## src/rtl/hazard_pkg.sv

```systemverilog
// Shared types for the pipeline hazard controller: FSM state encoding,
// control-bundle field order and the stall down-counter width helper.
package hazard_pkg;

  typedef enum logic {
    IDLE   = 1'b0,
    LSTALL = 1'b1
  } hz_state_e;

  typedef struct packed {
    logic pc_write;
    logic if_id_write;
    logic id_ex_write;
    logic ex_mem_write;
    logic mem_wb_write;
    logic if_id_flush;
    logic id_ex_flush;
    logic ex_mem_flush;
  } hz_ctrl_t;

  localparam hz_ctrl_t CTRL_NORMAL = '{pc_write: 1'b1, if_id_write: 1'b1, id_ex_write: 1'b1,
                                       ex_mem_write: 1'b1, mem_wb_write: 1'b1,
                                       if_id_flush: 1'b0, id_ex_flush: 1'b0, ex_mem_flush: 1'b0};

  // Width of the stall down-counter: enough to hold LOAD_STALL-1 plus headroom.
  function automatic int rem_width(input int load_stall);
    return $clog2(load_stall) + 1;
  endfunction

endpackage

```

## src/rtl/hazard_ctrl_unit_sat_counter.sv

```systemverilog
// Event counter that sticks at its all-ones value instead of wrapping.
module sat_counter
  import hazard_pkg::*;
#(
  parameter int CNT_W = 16
) (
  input  logic             clk_i,
  input  logic             rst_i,
  input  logic             inc,
  output logic [CNT_W-1:0] q
);

  logic [CNT_W-1:0] q_q, q_d;

  always_comb begin
    q_d = q_q;
    if (inc && (q_q != {CNT_W{1'b1}})) begin
      q_d = q_q + {{(CNT_W-1){1'b0}}, 1'b1};
    end
  end

  always_ff @(posedge clk_i or negedge rst_i) begin
    if (!rst_i) begin
      q_q <= '0;
    end else begin
      q_q <= q_d;
    end
  end

  assign q = q_q;

endmodule

```

## src/rtl/hazard_ctrl_unit.sv

```systemverilog
// Pipeline hazard controller: memory freeze, MEM-stage redirect flush and
// multi-cycle load-use stall, with saturating stall/flush event counters.
module hazard_ctrl_unit
  import hazard_pkg::*;
#(
  parameter int REG_AW     = 5,
  parameter int LOAD_STALL = 1,
  parameter int CNT_W      = 16
) (
  input  logic              clk_i,
  input  logic              rst_i,
  input  logic [REG_AW-1:0] id_rs_addr,
  input  logic [REG_AW-1:0] id_rt_addr,
  input  logic              id_uses_rt,
  input  logic [REG_AW-1:0] ex_rt_addr,
  input  logic              ex_memread,
  input  logic              mem_branch_taken,
  input  logic              mem_jump,
  input  logic              dmem_busy,
  output logic              pc_write,
  output logic              if_id_write,
  output logic              id_ex_write,
  output logic              ex_mem_write,
  output logic              mem_wb_write,
  output logic              if_id_flush,
  output logic              id_ex_flush,
  output logic              ex_mem_flush,
  output logic [CNT_W-1:0]  stall_cnt,
  output logic [CNT_W-1:0]  flush_cnt
);

  localparam int REM_W = rem_width(LOAD_STALL);
  localparam logic [REM_W-1:0] REM_INIT = REM_W'(LOAD_STALL - 1);
  localparam logic [REM_W-1:0] REM_ONE  = REM_W'(1);

  hz_state_e        state_q, state_d;
  logic [REM_W-1:0] rem_q, rem_d;
  hz_ctrl_t         ctrl;
  logic             load_use, redir, stall_inc, flush_inc;

  // Register 0 is hardwired, so a load targeting it never creates a hazard.
  assign load_use = ex_memread && (ex_rt_addr != '0) &&
                    ((ex_rt_addr == id_rs_addr) || (id_uses_rt && (ex_rt_addr == id_rt_addr)));
  assign redir    = mem_branch_taken || mem_jump;

  always_comb begin
    ctrl      = CTRL_NORMAL;
    state_d   = state_q;
    rem_d     = rem_q;
    stall_inc = 1'b0;
    flush_inc = 1'b0;
    if (rst_i) begin
      if (dmem_busy) begin
        ctrl = '0;
      end else if (redir) begin
        ctrl.if_id_flush  = 1'b1;
        ctrl.id_ex_flush  = 1'b1;
        ctrl.ex_mem_flush = 1'b1;
        state_d           = IDLE;
        rem_d             = '0;
        flush_inc         = 1'b1;
      end else if ((state_q == LSTALL) || load_use) begin
        ctrl.pc_write    = 1'b0;
        ctrl.if_id_write = 1'b0;
        ctrl.id_ex_flush = 1'b1;
        stall_inc        = 1'b1;
        if (state_q == IDLE) begin
          // A single-cycle stall is covered entirely by the detection cycle.
          if (LOAD_STALL > 1) begin
            state_d = LSTALL;
            rem_d   = REM_INIT;
          end
        end else begin
          rem_d = rem_q - REM_ONE;
          if (rem_q == REM_ONE) begin
            state_d = IDLE;
          end
        end
      end
    end
  end

  always_ff @(posedge clk_i or negedge rst_i) begin
    if (!rst_i) begin
      state_q <= IDLE;
      rem_q   <= '0;
    end else begin
      state_q <= state_d;
      rem_q   <= rem_d;
    end
  end

  assign pc_write     = ctrl.pc_write;
  assign if_id_write  = ctrl.if_id_write;
  assign id_ex_write  = ctrl.id_ex_write;
  assign ex_mem_write = ctrl.ex_mem_write;
  assign mem_wb_write = ctrl.mem_wb_write;
  assign if_id_flush  = ctrl.if_id_flush;
  assign id_ex_flush  = ctrl.id_ex_flush;
  assign ex_mem_flush = ctrl.ex_mem_flush;

  sat_counter #(.CNT_W(CNT_W)) u_stall_cnt (
    .clk_i (clk_i),
    .rst_i (rst_i),
    .inc   (stall_inc),
    .q     (stall_cnt)
  );

  sat_counter #(.CNT_W(CNT_W)) u_flush_cnt (
    .clk_i (clk_i),
    .rst_i (rst_i),
    .inc   (flush_inc),
    .q     (flush_cnt)
  );

endmodule

```

## config.mk

```make
export PLATFORM = sky130hd
export DESIGN_NAME = hazard_ctrl_unit
export DESIGN_NICKNAME = d
export VERILOG_FILES = /design/src/rtl/hazard_pkg.sv /design/src/rtl/hazard_ctrl_unit_sat_counter.sv /design/src/rtl/hazard_ctrl_unit.sv
export SDC_FILE = /design/constraint.sdc
export NUM_CORES = 1
export LEC_CHECK = 0
export ABC_AREA = 0
export BUFFER_PORTS_ARGS = -buffer_cell sky130_fd_sc_hd__buf_4
export CAP_MARGIN = 20
export CORE_ASPECT_RATIO = 1.4
export CORE_UTILIZATION = 40
export DETAILED_ROUTE_END_ITERATION = 16
export GPL_ROUTABILITY_DRIVEN = 0
export PLACE_DENSITY = 0.75
export SETUP_SLACK_MARGIN = 0.4
export SLEW_MARGIN = 40
export SYNTH_ARGS = -nofsm -noshare
export SYNTH_HDL_FRONTEND = slang
export SYNTH_SLANG_ARGS = --single-unit
```

## constraint.sdc

```tcl
create_clock -name clk_i -period 2.6 [get_ports clk_i]
set_clock_uncertainty 0.15 [all_clocks]
set_input_delay 0.39 -clock clk_i [delete_from_list [all_inputs] [get_ports clk_i]]
set_output_delay 0.39 -clock clk_i [all_outputs]
set_load 0.05 [all_outputs]
```

==> results.md, run 1 <==
Pwr:
- IR analysis of the VDD net gives a maximum drop of 0.6191 mV.
- The internal portion of the total power is 1.127 mW.
- Summed over all cells, the static leakage comes to 1.222 nW.
- The power density normalized to cell area is 618.9 nW/um^2.
- The power after layout is 1.649 mW.
- The combinational group share of total power is 0.249.
- The share of total power dissipated in sequential elements is 0.383.
- The switching share of total power is 0.3163.
- The switching power of the nets is 0.5214 mW.
- The clock network power share is 0.369.

Worst setup path:
- The critical path goes through buf_4 > xnor2_1 > nand3_1 > o22ai_2 > a31oi_4 > buf_6 > a21oi_2 > buf_6.
- The slack of the worst reg-to-reg path is 0.47 ns.
- For the worst setup path, the data arrival time is 1.61 ns.
- Among the stages of the critical path, the cell type that occurs most often is sky130_fd_sc_hd__buf_6.
- The end of the worst register-to-register path is u_stall_cnt.q[14].
- The data required time of the worst path is 2.06 ns.
- The startpoint class of the critical path is a primary input.
- The sort of element at the end of the critical path is an output pin.
- The worst register-to-register path begins at u_stall_cnt.q[1].
- The delay contributed by the slowest stage of the critical path is 0.20 ns.
- Along the worst path, the maximum fanout reaches 10.
- The number of cells on the worst reg-to-reg path is 6.
- On the critical path, the stage with the largest delay is an instance of sky130_fd_sc_hd__o22ai_2.
- The critical path start-end classification is in2out.

Flow run:
- Max-cap violations in this run came to 0.

Synthesis:
- The number of library cell types mapped by synthesis is 38.
- The count of state elements after synthesis is 34.
- The synthesized instance count is 177.
- By area the synthesized netlist is led by sky130_fd_sc_hd__dfrtp_1, sky130_fd_sc_hd__xnor2_1, sky130_fd_sc_hd__xor2_1.
- The share of synthesized area in the top cell type comes to 0.4542.
- Counting every net in the synthesized netlist gives 201.
- The share of flip-flops with an asynchronous set or reset is 1.000.
- The total standard cell area after synthesis is 1873 sq um.
- In this run the mean area of a mapped cell was 10.58 sq um.
- Counting instances in the post-synthesis netlist gives the leading cell types as sky130_fd_sc_hd__dfrtp_1, sky130_fd_sc_hd__xnor2_1, sky130_fd_sc_hd__nand2_1.
- The dominant cell by count in the synthesized netlist is sky130_fd_sc_hd__dfrtp_1.
- The most used flip-flop cell after synthesis is sky130_fd_sc_hd__dfrtp_1.
- The count of warnings emitted by yosys is 0.
- The number of enable-type register cells in the synthesized netlist is 0.
- The share of the Yosys chip area taken by registers is 0.4542.
- The biggest area contributor in the post-synthesis netlist is sky130_fd_sc_hd__dfrtp_1.

STA:
- The clock period could shrink to 2.147 ns.
- Summed over all failing endpoints, the final setup total negative slack is 0 ns.
- The final-report hold violation count came to 0.
- In the finished design, the share of the clock period the worst path needs comes to 0.8259.
- Setup violations remaining at the end of the flow were counted as 0.
- The final number of max-transition violations is 0.
- Setup repair after global routing could not meet its margin everywhere.
- For the pin with the worst max-slew slack, the measured transition is 0.4631 ns.
- The highest clock rate is 0.4657 GHz.
- The worst-case headroom to the max-slew limit is 0.6896.
- The tightest hold margin is 0.03755 ns.

Final layout:
- The number of antenna diodes in the final layout is 0.
- The finished cells cover 2664 sq um.
- In the final layout, the share of cells above drive strength 1 is 0.4080.
- The total number of nets in the final design is 273.
- Compared with the post-synthesis result, the final layout area differs by 42.22%.

Drt:
- The pre-antenna-repair detailed-routing pass consisted of 4 iterations.
- After detailed routing, the average wire length per cell comes to 14.21 um.
- The number of routed nets with antenna violations is 0.
- Wires add up to 4433 um.
- For this run, design rule violations remaining after detail routing come to 0.
- After detailed routing, the number of vias per cell comes to 5.170.
- The routed layout has 1613 vias.
- The detailed router's first-iteration violation count is 112.

Placed design:
- The placed wire-length estimate is 3185 um.
- The placed instances occupy a cell area of 2426 sq um.
- During placement, the flow inserted port buffers numbering 61.

CTS:
- The H-tree was split into 2 levels.
- Counting along the longest clock path gives a buffer depth of 2.
- TritonCTS built the clock tree.
- The post-CTS clock slew at the launch and capture registers of the worst setup and hold paths is 0.07 ns.
- In this run the clock root is driven by a sky130_fd_sc_hd__clkbuf_8.
- The number of clock buffers inserted by TritonCTS is 5.
- The clock net in this run drives a total of 34 sinks.
- The clock latency on the worst-skew pair is 0.28 ns.

Floorplanning:
- The initial standard-cell utilization of the core is 0.4163.
- The die height is 82.97 um.
- The row count is 29.
- The chip width is 59.84 um.
- The core region is 4499 sq um.
- 62 I/O pins were placed.
- The overall die area is 4964 sq um.

Global routing:
- The overall overflow remaining after global route is 0.
- The first global-routing pass estimated 7472 um of wire.
- In the global route stage, overall resource usage came out at 0.1962.
- The via count of the first global-routing pass was 1603.
- The initial antenna violation count was 0.
- The maximum number of pins on one net before global-route repair is 26.

Run status:
- The flow ran to the end, and the final reports show no timing, DRC or antenna violations.

Min path:
- The worst min-delay path category is in2async.
-- cell type report --
class / count / area (sq um)
sequential: 34 / 857.1
timing repair buffer: 70 / 548.0
clock inverter: 2 / 60.06
fill: 421 / 1836
tap: 62 / 77.57
multi-input combinational: 136 / 1031
inverter: 2 / 7.507
clock buffer: 6 / 82.58
-- power by group through the flow --
stage / clock network, mW / registers (mW) / logic, mW
after floorplan: 0 / 0.778 / 0.120
after global placement: 0 / 0.641 / 0.395
after detailed placement: 0 / 0.640 / 0.399
after CTS: 0.617 / 0.632 / 0.406
after global routing: 0.638 / 0.642 / 0.437
final: 0.608 / 0.631 / 0.410
-- routing by layer --
layer	GRT usage	routed length [um]	vias up
met3	0.04829	199	7
met2	0.3293	2313	48
li1	-	-	767
met4	0.06342	54	0
met1	0.2394	1866	791
met5	0	0	-
-- metrics by stage --
stage | setup slack, ns | utilization | instances
after detailed placement | 0.2997 | 0.5392 | 298
final | 0.4526 | 0.5920 | 312
after global placement | 0.3484 | 0.5392 | 298
after floorplan | 0.2582 | - | 177
after global routing | 0.3789 | 0.5920 | 312
after CTS | 0.4020 | 0.5848 | 310
-- placed cells by master, fill, tap and decap left out, drive strengths merged, types with 2 or more instances in the layout --
master / Yosys / layout
buf: 5 / 69
dfrtp: 34 / 34
xnor2: 26 / 26
nand2: 24 / 24
xor2: 11 / 11
nand4: 10 / 10
nor3: 10 / 10
nand3: 9 / 9
nor2: 7 / 7
nor4: 7 / 7
clkbuf: 0 / 6
mux2: 5 / 5
or3: 3 / 3
nor4b: 3 / 3
nand2b: 2 / 2
inv: 2 / 2
and3: 2 / 2
bufinv: 0 / 2
o21ai: 2 / 2
o31ai: 2 / 2
ha: 2 / 2
-- cells by family after synthesis --
group / count (synthesis) / share of synthesized area
adder cells (fa/ha/maj): 2 / 0.01336
XOR/XNOR: 37 / 0.1730
AND/OR/NAND/NOR: 83 / 0.2532
flip-flops: 34 / 0.4542
multiplexers: 5 / 0.03006
buffers and inverters: 7 / 0.02605
AO/OA/AOI/OAI: 9 / 0.05009
-- timing repair --
item                                    CTS  global route
endpoints found under the setup margin    4             5
setup buffers                             2             2
pin swaps                                 1             2
endpoints found under the hold margin     9             0
gates resized for setup                   3             3
hold buffers                              2             0
-- flip-flops by register name, indices dropped and copies added, names as in the netlist --
register,count
u_stall_cnt.q,16
rem_q,1
u_flush_cnt.q,16
state_q,1
-- worst max-delay path, delay by kind of cell --
| kind | cells | cell delay (ns) |
|---|---|---|
| XOR/XNOR | 1 | 0.15 |
| AND/OR/NAND/NOR | 1 | 0.12 |
| buffers and inverters | 3 | 0.46 |
| AO/OA/AOI/OAI | 3 | 0.49 |
-- worst max-delay path by stage --
stage	slack, ns	cells after the start	end	start
4_1_cts	0.40	8	id_ex_flush	ex_rt_addr[4]
2_1_floorplan	0.26	8	pc_write	id_rt_addr[4]
5_1_grt	0.38	8	id_ex_flush	ex_rt_addr[0]
3_5_place_dp	0.30	8	if_id_write	ex_rt_addr[4]
3_3_place_gp	0.35	8	pc_write	ex_rt_addr[4]
6_report	0.45	8	id_ex_flush	ex_rt_addr[4]
Note: power is estimated with default switching activity, not from simulation.
==> run 2, diff against run 1 <==
--- a/config.mk
+++ b/config.mk
@@ -12,7 +12,7 @@
 export CORE_UTILIZATION = 40
 export DETAILED_ROUTE_END_ITERATION = 16
 export GPL_ROUTABILITY_DRIVEN = 0
-export PLACE_DENSITY = 0.75
+export PLACE_DENSITY = 0.77
 export SETUP_SLACK_MARGIN = 0.4
 export SLEW_MARGIN = 40
 export SYNTH_ARGS = -nofsm -noshare
==> constraint.sdc (replaced) <==
create_clock -name clk_i -period 1.96 [get_ports clk_i]
set_clock_uncertainty 0.15 [all_clocks]
set_input_delay 0.294 -clock clk_i [delete_from_list [all_inputs] [get_ports clk_i]]
set_output_delay 0.294 -clock clk_i [all_outputs]
set_load 0.05 [all_outputs]
==> results.md, run 2 (same netlist as run 1, synthesis figures left out) <==
STA:
- Dividing the final minimum period by the clock period gives 1.083.
- Setup repair after global routing could not meet its margin everywhere.
- The worst-case headroom to the max-slew limit is 0.7638 (+0.07420).
- The tightest hold margin was 0.04948 ns (+0.01193 ns).
- The transition time of the tightest slew-check pin is 0.3494 ns (-0.1137 ns).
- The final number of max-transition violations is 0 (unchanged).
- The final critical path time including I/O delays and setup is 2.122 ns.
- The final worst slack came to -0.1620 ns (-0.6146 ns).
- The final-report hold violation count is 0 (unchanged).
- The highest clock rate is 0.4712 GHz.
- The final setup violation count is 11 (+11).
- The setup TNS is -0.6458 ns (-0.6458 ns).

CTS:
- The post-CTS clock slew at the launch and capture registers of the worst setup and hold paths is 0.07 ns (about the same).
- The number of H-tree levels is 2 (unchanged).
- The sink count of the clock tree is 34 (unchanged).
- The number of buffers between clock root and the deepest sink is 2 (unchanged).
- The number of clock buffers inserted by TritonCTS is 5 (unchanged).
- The clock latency on the worst-skew pair is 0.29 ns (about the same).
- TritonCTS built the clock tree.
- The tree is rooted in a sky130_fd_sc_hd__clkbuf_8.

Drt:
- The post-detailed-route via-to-cell ratio came to 5.313 (+2.8%).
- The detailed router's first-iteration violation count was 79 (-29%).
- The number of remaining DRC errors is 0 (unchanged).
- The first-pass iteration count of the detailed router is 4 (unchanged).
- The routed wire length is 6226 um (+40%).
- The average wire length per cell after detail routing was 17.25 um (+21%).
- The number of vias in the routed layout was 1918 (+19%).
- The number of routed nets with antenna violations is 0 (unchanged).

Floorplanning:
- The overall die area is 4964 sq um (unchanged).
- The chip width is 59.84 um (unchanged).
- The die height came to 82.97 um (unchanged).
- The area of the placeable core is 4499 sq um (unchanged).
- The row count is 29 (unchanged).
- The boundary pin count is 62 (unchanged).
- The initial standard-cell utilization of the core is 0.4163 (unchanged).

Flow run:
- The number of violations of the max-capacitance limit came to 0 (unchanged).

Pwr:
- The worst ir drop on vdd is 0.8962 mV (+45%).
- The power density normalized to cell area was 615.1 nW/um^2 (-0.61%).
- The static leakage power is 1.635 nW (+34%).
- The power after layout came to 2.080 mW (+26%).

Global routing:
- The overall overflow remaining after global route came to 0 (unchanged).
- The combined global-route utilization of all metal layers was 0.2467 (+0.05046).
- The via count of the first global-routing pass was 1888 (+18%).
- The maximum number of pins on one net before global-route repair is 28 (+7.7%).
- The global-route wire length before repair is 9149 um (+22%).
- The initial antenna violation count is 0 (unchanged).

Worst setup path:
- Walking the worst path, the cells encountered are ha_4 > nand2_2 > or3_4 > or3_4 > nor3_4 > mux2_4.
- The delay contributed by the slowest stage of the critical path is 0.40 ns (+0.20 ns).
- The dominant cell type by count on the critical path is sky130_fd_sc_hd__or3_4.
- The gate family responsible for the most delay along the worst path is simple AND/OR/NAND/NOR gates.
- The count of buffering cells on the critical path with inverters included is 0 (-3).
- The sort of element at the end of the critical path is a register.
- The worst endpoint data arrival time was 2.15 ns (+0.54 ns).
- The critical-path maximum fanout is 2 (-8).
- The slack of the worst reg-to-reg path is -0.16 ns (-0.63 ns).
- The cell with the largest stage delay on the worst path is sky130_fd_sc_hd__dfrtp_2.
- The data required time of the worst path is 1.98 ns (-0.08 ns).
- The worst setup path is launched from a register.
- The critical path start-end classification is reg2reg.

Final layout:
- The most common cell after layout, fill and taps aside is sky130_fd_sc_hd__buf_4.
- The count of inserted antenna diode cells is 0 (unchanged).
- The non-filler instance count after layout is 361 (+16%).
- From synthesis to final layout, the design area changed by 80.49%.
- The total number of nets in the final design was 322 (+18%).
- The layout cell share with drive strength beyond 1 is 0.6555 (+0.2475).
- The end-of-flow core utilization is 0.7514 (+0.1593).
- The library cells used most frequently in the layout, excluding fill and tap cells, are sky130_fd_sc_hd__buf_4, sky130_fd_sc_hd__buf_6, sky130_fd_sc_hd__nand2_1.
- The area of all placed cells without fillers is 3381 sq um (+27%).

Placed design:
- The post-place instance area is 2678 sq um (+10%).
- The pre-CTS setup slack is -0.2204 ns (-0.5201 ns).
- The cell count after placement is 327 (+9.7%).
- The count of input and output buffers is 61 (unchanged).
- The placed wire-length estimate is 3553 um (+12%).

Run status:
- The flow ran to the end, but the final reports show violations.
- The checks that failed: negative setup slack.

Min path:
- The path class of the tightest hold or removal check is in2async.
==> run 2: cell count changes in the layout (fill, tap and decap cells not counted), sizes merged <==
cell          delta
clkinv           +2
dlygate4sd3      -1
dlymetal6s4s     +1
bufinv           -2
buf             +49
==> run 2: worst paths after layout <==
check | start | to | depth (start not counted)
max in group asynchronous | rst_i | u_stall_cnt.q[6] | 3
min | rst_i | state_q | 3
max | u_stall_cnt.q[0] | u_stall_cnt.q[12] | 6
max reg2reg | u_stall_cnt.q[0] | u_stall_cnt.q[12] | 6
min in group clk_i | mem_branch_taken | state_q | 3
min reg2reg | u_stall_cnt.q[8] | u_stall_cnt.q[8] | 1
==> run 2: cell type report <==
class	instances	area [sq um]
clock buffer	6	72.57
clock inverter	2	10.01
fill	300	1119
inverter	2	7.507
multi-input combinational	136	1330
sequential	34	870.8
tap	62	77.57
timing repair buffer	119	1012
==> run 2: worst reg2reg max path, stage by stage, from the launching register on <==
cell                      delay [ns]
sky130_fd_sc_hd__dfrtp_2        0.40
sky130_fd_sc_hd__ha_4           0.14
sky130_fd_sc_hd__nand2_2        0.05
sky130_fd_sc_hd__or3_4          0.37
sky130_fd_sc_hd__or3_4          0.38
sky130_fd_sc_hd__nor3_4         0.20
sky130_fd_sc_hd__mux2_4         0.31
==> run 2: repair_timing <==
item,CTS,global route
hold endpoints to repair,34,0
pin swaps,29,16
gates resized for setup,53,31
endpoints found under the setup margin,37,40
buffers inserted,17,8
hold buffers,1,0
==> run 2: routing by layer <==
layer / vias to the layer above / part of all wire / track usage / wire, um
li1: 866 / - / - / -
met1: 976 / 0.37 / 0.2897 / 2318
met2: 62 / 0.57 / 0.4253 / 3530
met3: 14 / 0.041 / 0.05763 / 258
met4: 0 / 0.019 / 0.08457 / 118
met5: - / 0 / 0 / 0
==> run 2: where the power goes <==
| part | switching (mW) | total (mW) | leakage [nW] | internal (mW) |
|---|---|---|---|---|
| logic | 0.436 | 0.741 | 1.16 | 0.305 |
| registers | 0.0756 | 0.839 | 0.433 | 0.764 |
| clock network | 0.253 | 0.499 | 0.0450 | 0.246 |
| total | 0.765 | 2.08 | 1.64 | 1.31 |
